--- config.mk ---
export PLATFORM = sky130hd
export DESIGN_NAME = rf_wb_sequencer
export DESIGN_NICKNAME = d
export VERILOG_FILES = /design/src/rtl/rf_pkg.sv /design/src/rtl/rr_arbiter.sv /design/src/rtl/rf_wb_sequencer.sv
export SDC_FILE = /design/constraint.sdc
export NUM_CORES = 1
export LEC_CHECK = 0
export CAP_MARGIN = 10
export CORE_MARGIN = 1.5
export CORE_UTILIZATION = 40
export DETAILED_ROUTE_END_ITERATION = 12
export HOLD_SLACK_MARGIN = 0.05
export PLACE_DENSITY = 0.94
export SETUP_SLACK_MARGIN = 0.4
export SKIP_LAST_GASP = 1
export SYNTH_ARGS = -nofsm -noshare
export SYNTH_HDL_FRONTEND = slang
export SYNTH_HIERARCHICAL = 1
export SYNTH_SLANG_ARGS = --single-unit
--- constraint.sdc ---
create_clock -name clk -period 5.7 [get_ports clk]
set_input_delay 1.14 -clock clk [delete_from_list [all_inputs] [get_ports clk]]
set_output_delay 1.14 -clock clk [all_outputs]
set_load 0.005 [all_outputs]
--- src/rtl/rf_pkg.sv ---
// Shared types and constants for the register-file writeback sequencer.
// The boot-constant preload table is only used when RF_PRELOAD_EN is defined.
package rf_pkg;

    localparam int DATA_W      = 48;
    localparam int ADDR_W      = 4;
    localparam int N_REGS      = 15;
    localparam int PRELOAD_LEN = 6;

    typedef enum logic [1:0] {
        CLEAR   = 2'd0,
        PRELOAD = 2'd1,
        RUN     = 2'd2
    } rf_seq_state_t;

    typedef struct packed {
        logic [ADDR_W-1:0] addr;
        logic [DATA_W-1:0] data;
    } rf_wr_t;

    localparam rf_wr_t PRELOAD_TBL [PRELOAD_LEN] = '{
        '{addr: 4'd4,  data: 48'd69540876599103},
        '{addr: 4'd6,  data: 48'd1103823438081},
        '{addr: 4'd10, data: 48'd25},
        '{addr: 4'd11, data: 48'd100},
        '{addr: 4'd12, data: 48'd4},
        '{addr: 4'd13, data: 48'd3}
    };

endpackage

--- src/rtl/rr_arbiter.sv ---
// Combinational round-robin arbiter: grants the first requester at or after ptr,
// wrapping past N-1 to 0. The caller owns and advances the pointer.
module rr_arbiter #(
    parameter int N     = 3,
    parameter int IDX_W = (N > 1) ? $clog2(N) : 1
) (
    input  logic [N-1:0]     req,
    input  logic [IDX_W-1:0] ptr,
    output logic [N-1:0]     gnt,
    output logic [IDX_W-1:0] idx
);

    logic             found_s;
    logic [IDX_W-1:0] cand_s;

    // Scan from ptr upward with wrap; first valid requester wins.
    always_comb begin
        gnt     = '0;
        idx     = '0;
        found_s = 1'b0;
        cand_s  = '0;
        for (int off = 0; off < N; off++) begin
            cand_s = IDX_W'((int'(ptr) + off) % N);
            if (!found_s && req[cand_s]) begin
                found_s     = 1'b1;
                gnt[cand_s] = 1'b1;
                idx         = cand_s;
            end else begin
                found_s = found_s;
            end
        end
    end

endmodule

--- src/rtl/rf_wb_sequencer.sv ---
// Sole owner of the regfile write port: clears all registers after reset, optionally
// writes the boot preload (RF_PRELOAD_EN), then round-robins writeback requesters.
module rf_wb_sequencer
    import rf_pkg::*;
#(
    parameter int N_REQ = 3
) (
    input  logic                    clk,
    input  logic                    rst,
    input  logic [N_REQ-1:0]        req_valid,
    input  logic [N_REQ*ADDR_W-1:0] req_addr,
    input  logic [N_REQ*DATA_W-1:0] req_data,
    output logic [N_REQ-1:0]        req_ready,
    output logic                    rf_we,
    output logic [ADDR_W-1:0]       rf_wa,
    output logic [DATA_W-1:0]       rf_wd,
    output logic                    init_done,
    output logic                    addr_err
);

    localparam int PTR_W = (N_REQ > 1) ? $clog2(N_REQ) : 1;

    rf_seq_state_t     state_q, state_d;
    logic [ADDR_W-1:0] idx_q, idx_d;
    logic [PTR_W-1:0]  rr_ptr_q, rr_ptr_d;
    logic              rf_we_q, rf_we_d;
    logic [ADDR_W-1:0] rf_wa_q, rf_wa_d;
    logic [DATA_W-1:0] rf_wd_q, rf_wd_d;
    logic              init_done_q, init_done_d;
    logic              addr_err_q, addr_err_d;

    logic [N_REQ-1:0]  arb_req_s;
    logic [N_REQ-1:0]  gnt_s;
    logic [PTR_W-1:0]  gnt_idx_s;
    logic              accept_s;
    logic [ADDR_W-1:0] acc_addr_s;
    logic [DATA_W-1:0] acc_data_s;

    // Grants only in RUN; a reset cycle must not hand out a grant it will then drop.
    always_comb begin
        if ((state_q == RUN) && !rst) begin
            arb_req_s = req_valid;
        end else begin
            arb_req_s = '0;
        end
    end

    rr_arbiter #(
        .N     (N_REQ),
        .IDX_W (PTR_W)
    ) u_arb (
        .req (arb_req_s),
        .ptr (rr_ptr_q),
        .gnt (gnt_s),
        .idx (gnt_idx_s)
    );

    assign req_ready  = gnt_s;
    assign accept_s   = |gnt_s;
    assign acc_addr_s = req_addr[gnt_idx_s*ADDR_W +: ADDR_W];
    assign acc_data_s = req_data[gnt_idx_s*DATA_W +: DATA_W];

    // Next-state: sequencing through CLEAR/PRELOAD and the RUN-phase write path.
    always_comb begin
        state_d     = state_q;
        idx_d       = idx_q;
        rr_ptr_d    = rr_ptr_q;
        rf_we_d     = 1'b0;
        rf_wa_d     = rf_wa_q;
        rf_wd_d     = rf_wd_q;
        init_done_d = init_done_q;
        addr_err_d  = 1'b0;
        case (state_q)
            CLEAR: begin
                rf_we_d = 1'b1;
                rf_wa_d = idx_q;
                rf_wd_d = '0;
                if (idx_q == ADDR_W'(N_REGS - 1)) begin
                    idx_d = '0;
`ifdef RF_PRELOAD_EN
                    state_d = PRELOAD;
`else
                    state_d     = RUN;
                    init_done_d = 1'b1;
`endif
                end else begin
                    idx_d = idx_q + ADDR_W'(1);
                end
            end
            PRELOAD: begin
`ifdef RF_PRELOAD_EN
                rf_we_d = 1'b1;
                rf_wa_d = PRELOAD_TBL[idx_q[2:0]].addr;
                rf_wd_d = PRELOAD_TBL[idx_q[2:0]].data;
                if (idx_q == ADDR_W'(PRELOAD_LEN - 1)) begin
                    idx_d       = '0;
                    state_d     = RUN;
                    init_done_d = 1'b1;
                end else begin
                    idx_d = idx_q + ADDR_W'(1);
                end
`else
                state_d = CLEAR;
                idx_d   = '0;
`endif
            end
            RUN: begin
                if (accept_s) begin
                    if (gnt_idx_s == PTR_W'(N_REQ - 1)) begin
                        rr_ptr_d = '0;
                    end else begin
                        rr_ptr_d = gnt_idx_s + PTR_W'(1);
                    end
                    // Illegal destinations are still consumed so the requester never stalls.
                    if (acc_addr_s < ADDR_W'(N_REGS)) begin
                        rf_we_d = 1'b1;
                        rf_wa_d = acc_addr_s;
                        rf_wd_d = acc_data_s;
                    end else begin
                        addr_err_d = 1'b1;
                    end
                end else begin
                    rr_ptr_d = rr_ptr_q;
                end
            end
            default: begin
                state_d = CLEAR;
                idx_d   = '0;
            end
        endcase
    end

    // State and output registers with synchronous reset.
    always_ff @(posedge clk) begin
        if (rst) begin
            state_q     <= CLEAR;
            idx_q       <= '0;
            rr_ptr_q    <= '0;
            rf_we_q     <= 1'b0;
            rf_wa_q     <= '0;
            rf_wd_q     <= '0;
            init_done_q <= 1'b0;
            addr_err_q  <= 1'b0;
        end else begin
            state_q     <= state_d;
            idx_q       <= idx_d;
            rr_ptr_q    <= rr_ptr_d;
            rf_we_q     <= rf_we_d;
            rf_wa_q     <= rf_wa_d;
            rf_wd_q     <= rf_wd_d;
            init_done_q <= init_done_d;
            addr_err_q  <= addr_err_d;
        end
    end

    assign rf_we     = rf_we_q;
    assign rf_wa     = rf_wa_q;
    assign rf_wd     = rf_wd_q;
    assign init_done = init_done_q;
    assign addr_err  = addr_err_q;

endmodule

==> results.toml, run 1 <==
[setup_path]
cp_num_buf_inv = 3
r2r_slack_ns = 1.79
startpoint = "rst"
cp_max_fo = 26
cp_cell_sequence = "clkdlybuf4s50_1 > inv_1 > and3_1 > mux2i_1 > o22ai_1 > a311oi_1 > a21oi_4 > mux2i_1 > o22ai_2 > a31oi_1 > nor2_4 > buf_4 > a22o_1"
critPathTopFamily = "compound AO/OA/AOI/OAI gates"
path_class = "primary input to flip-flop"
slowest_delay_ns = 0.63
cp_common_cell = "mux2i_1"
cp-start-kind = "primary input"
crit_slowest_cell = "clkdlybuf4s50_1"
reg2reg_to = "rf_wd[47]"
critPathArrivalTime_ns = 5.11
rr_worst_depth = 11
worstReg2RegStart = "state_q[1]"
worstPathRequired_ns = 5.97
cp-end-kind = "flip-flop"

[final_layout]
drive_above_1_share_pct = 5.28
fillCellCount = 644
num_antenna_cells = 0
finalInstanceArea_um2 = 5930
final_cells = 711
utilization_pct = 71.4
syn_to_final_growth_pct = 70.4
final_nets = 768

[detailed_routing]
vias_per_cell = 5.44
first_iter_violations = 146
wl_per_cell_um = 17.1
detail_route.wirelength_um = 12100
vias = 3867
ant_nets = 0
drtPass1Iterations = 5
drc_errors = 0

[power]
total_power_mw = 1.02
power_density_nw_per_um2 = 173
p_leak_nw = 2.06
vdd_drop_max_uv = 143

[logic_synthesis]
syn-cell-area_um2 = 3480
synth.avg_cell_area_um2 = 8.76
synth_flop_cell = "dfxtp_1"
yosysSeqAreaShare_pct = 35.7
synth-seq-cells = 62
yosys-top-cells-count = "dfxtp_1, mux2i_1, nand2_1"
synthCells = 397
syn_nets = 564
ys_warn_count = 6
synth_area_leaders = "dfxtp_1, mux2i_1, a22o_1"
synth_most_common_cell = "dfxtp_1"
synth-edff-count = 0
synth_area_leader_cell = "dfxtp_1"
synth_cell_types = 39
synth.top_cell.area_share_pct = 35.7
synth-async-reset-ratio_pct = 0

[placed_design]
dpl.hpwl_um = 9370
dpl-instance-area_um2 = 5700
gp_congestion = 0.831
io_buffers = 218
pre_cts_ws_ns = 0.523
dp.cells = 695

[run_status]
status = "completed"

[min_path]
min_to = "rf_wd[9]"
hold_path.startpoint = "rf_wd[9]"
holdPathStages = 1
min_path_type = "flip-flop to flip-flop"

[sta]
maxSlewViolCount = 0
slew_headroom_pct = 60.0
setup_viol = 0
period_minus_slack_ns = 4.84
max_freq_mhz = 207
rsz0062_at_grt = "false"
finalSetupTns_ns = 0
hold_viol_final = 0
hold_slack_ns = 0.483
finalCritPeriodShare_pct = 84.9
worst_pin_slew_ns = 0.599
fin_skew_ns = 0.0112
setup_slack_ns = 0.858

[die]
start_util_pct = 41.9
io_pins = 219
die_area_um2 = 9260
die_w_um = 96.2
rows = 33
fp.dieH_um = 96.2
core_um2 = 8300

[clocking]
worstSkewPairLatency_ns = 0.33
clk_pin_slew_ns = 0.07
cts_buffer_depth = 2
root_buffer = "clkbuf_8"
cts_buffers = 9
cts_tree = "built"
post_cts.repair.setup_buffers = 0
cts_resized = 0
postCtsHoldBufs = 0
cts.sinks = 62
h-tree-depth = 3

[job]
maxCapViolCount = 0

[global_route]
grt_pass1_vias = 3914
grt_util_all_layers_pct = 25.4
antenna_found_initial = 0
grt_overflow = 0
grt_max_degree = 52
grt_first_pass_wirelength_um = 18000
[power by group]
part           total [mW]  switching, mW  internal [mW]
Sequential          0.440        0.00351          0.436
Combinational       0.153         0.0387          0.115
Clock               0.430          0.182          0.248
Total                1.02          0.224          0.799
[final cells by class]
class                   instances  area [um^2]  share of cell area (%)
clock buffers                   9          124                    2.09
inverters                       8         30.0                   0.507
multi-input cells             295         2070                    34.9
well taps                     105          131                    2.22
repair buffers                225         2230                    37.7
flip-flops and latches         62         1240                    20.9
clock inverters                 7         97.6                    1.65
[layout by cell type (no fill, tap or decap), drive strengths merged, types with 4 or more instances in the layout]
cell type,instances
clkdlybuf4s50,218
nor2,18
a22o,48
dfxtp,62
buf,7
and3,4
a21oi,13
inv,9
o21ai,50
nand2,55
mux2i,56
clkbuf,9
ha,6
nor3,6
[kinds of logic after synthesis]
| family | synth area share, % |
|---|---|
| mux | 16.1 |
| buf+inv | 5.87 |
| fa+ha+maj | 2.16 |
| compound gates | 27.5 |
| flops | 35.7 |
| simple gates | 12.7 |
[state kept, by name (all words and copies together), names as in the netlist]
register	count
rf_we	1
rf_wd	48
rf_wa	4
rr_ptr_q	2
state_q	1
init_done	1
idx_q	4
addr_err	1
[per-layer routing]
| layer | GRT usage (%) | part of all wire (%) | up-vias |
|---|---|---|---|
| li1 | - | - | 1862 |
| met1 | 25.9 | 36 | 1796 |
| met2 | 47.6 | 53 | 189 |
| met3 | 6.95 | 8.6 | 20 |
| met4 | 11.6 | 2.3 | 0 |
| met5 | 0 | 0 | - |
[how the worst max path moves through the flow]
stage / end / slack, ns / depth (start not counted)
finish: rf_wd[47] / 0.86 / 13
global route: rf_wd[33] / 0.58 / 13
CTS: rf_wd[34] / 0.87 / 13
detailed placement: rf_wd[19] / 0.52 / 13
global placement: rf_wd[47] / 0.81 / 13
floorplan: rf_wa[2] / 2.14 / 13
Power figures use the tool's default switching activity.
==> run 2, diff against run 1 <==
CORE_UTILIZATION = 37   (was 40)
PLACE_DENSITY = 0.88   (was 0.94)
clock period = 4.8 ns   (was 5.7 ns; I/O delays follow)
==> run 2 against run 1 <==
Against the previous run:
- register-to-register slack got worse by 0.65 ns
- core utilization fell by 7.2 points
- critical path depth fell by 1
- die area rose by 7.8%
- clock skew fell by 0.0042 ns
- routed wire length fell by 4.1%
- hold slack got worse by 0.0042 ns
- global-route usage fell by 3.3 points
- non-clock buffer count fell by 2
- worst setup slack got worse by 0.18 ns
- total power rose by 12%
- critical path type unchanged
- largest cell class unchanged
- highest routed layer unchanged
==> results.toml, run 2 (synthesis results as in run 1) <==
[run_status]
status = "completed"

[clocking]
postCtsHoldBufs = 0
root_buffer = "clkbuf_8"
cts.sinks = 62
worstSkewPairLatency_ns = 0.32
post_cts.repair.setup_buffers = 0
clk_pin_slew_ns = 0.07
h-tree-depth = 3
cts_buffer_depth = 2
cts_buffers = 9
cts_resized = 0
cts_tree = "built"

[setup_path]
startpoint = "rst"
worstSetupEndpoint = "rf_wa[2]"
cp_max_fo = 27
slowest_delay_ns = 0.50
critPathTopFamily = "simple AND/OR/NAND/NOR gates"
reg2reg_to = "rf_wd[19]"
critPathArrivalTime_ns = 4.34
r2r_slack_ns = 1.14
path_depth = 12
crit_slowest_cell = "nor2_4"
cp-start-kind = "primary input"
rr_worst_depth = 10
cp_cell_sequence = "clkdlybuf4s50_1 > inv_1 > and3_1 > mux2i_1 > a32o_1 > a2bb2oi_2 > nor2_4 > nand4bb_1 > nand3_1 > a31oi_2 > nor2_4 > a221o_1"
path_class = "primary input to flip-flop"
cp_num_buf_inv = 2
cp-end-kind = "flip-flop"
worstReg2RegStart = "state_q[1]"
cp_common_cell = "nor2_4"
worstPathRequired_ns = 5.01

[final_layout]
syn_to_final_growth_pct = 69.8
drive_above_1_share_pct = 4.97
mostFrequentLayoutCells = "clkdlybuf4s50_1, dfxtp_1, mux2i_1"
final_cells = 715
largest_register_ffs = 48
final_common_cell = "clkdlybuf4s50_1"
fillCellCount = 757
utilization_pct = 64.2
num_antenna_cells = 0
finalInstanceArea_um2 = 5900
final_nets = 767

[placed_design]
dpl-instance-area_um2 = 5700
pre_cts_ws_ns = 0.0678
dpl.hpwl_um = 8620
dp.cells = 699
io_buffers = 218
gp_congestion = 0.792

[sta]
rsz0062_at_grt = "false"
hold_slack_ns = 0.479
worst_pin_slew_ns = 0.678
setup_viol = 0
hold_viol_final = 0
slew_headroom_pct = 54.7
setup_slack_ns = 0.674
period_minus_slack_ns = 4.13
finalCritPeriodShare_pct = 85.9
fin_skew_ns = 0.00706
maxSlewViolCount = 0
finalSetupTns_ns = 0
max_freq_mhz = 242

[job]
maxCapViolCount = 0

[power]
p_clk_share_pct = 38.7
p_leak_nw = 2.04
power_density_nw_per_um2 = 195
p_int_mw = 0.905
p_switching_mw = 0.244
combPwrFrac_pct = 15.9
vdd_drop_max_uv = 125
swShare_pct = 21.3
total_power_mw = 1.15
power_frac_seq_pct = 45.5

[die]
core_um2 = 9200
io_pins = 219
start_util_pct = 37.8
die_w_um = 99.9
fp.dieH_um = 99.9
rows = 35
die_area_um2 = 9990

[global_route]
antenna_found_initial = 0
grt_overflow = 0
grt_max_degree = 52
grt_pass1_vias = 3788
grt_util_all_layers_pct = 22.1
grt_first_pass_wirelength_um = 17900

[detailed_routing]
vias_per_cell = 5.39
vias = 3855
drtPass1Iterations = 4
first_iter_violations = 118
ant_nets = 0
wl_per_cell_um = 16.3
detail_route.wirelength_um = 11600
drc_errors = 0

[min_path]
min_path_type = "flip-flop to flip-flop"
==> run 2: worst min path at each step <==
stage	start	to	slack (ns)	cells after the start
finish	rf_wd[22]	rf_wd[22]	0.48	1
global route	rf_wd[44]	rf_wd[44]	0.49	1
global placement	rf_wd[3]	rf_wd[3]	0.46	1
floorplan	init_done	init_done	0.46	2
CTS	rf_wd[3]	rf_wd[3]	0.48	1
detailed placement	rf_wd[3]	rf_wd[3]	0.46	1
==> run 2: final cells by class <==
cell class | instances | area [um^2] | area share, %
clock inverters | 4 | 47.5 | 0.805
clock buffers | 11 | 141 | 2.39
repair buffers | 223 | 2220 | 37.6
inverters | 8 | 30.0 | 0.509
flip-flops and latches | 62 | 1240 | 21.0
multi-input cells | 296 | 2090 | 35.3
well taps | 111 | 139 | 2.35
==> run 2: worst reg2reg max path, cell delays in order (launching register included) <==
cell	delay (ns)
dfxtp_1	0.69
and3_1	0.36
mux2i_1	0.13
o22ai_1	0.39
a311oi_1	0.16
a21oi_4	0.35
mux2i_1	0.15
o22ai_2	0.31
a31oi_2	0.24
nor2_4	0.58
a22o_1	0.25
==> run 2: metal layers <==
metal  wire [um]  up-vias  global-route usage, %
met5           0        -                      0
met1        4570     1816                   25.2
met4         229        0                   8.13
li1            -     1854                      -
met3         844       22                   5.43
met2        5990      163                   39.8
==> run 2: power by group through the flow <==
stage	clock network, mW	registers, mW	logic, mW
detailed placement	0	0.534	0.182
global route	0.483	0.523	0.196
global placement	0	0.534	0.178
finish	0.444	0.522	0.182
CTS	0.454	0.522	0.183
floorplan	0	0.533	0.0358
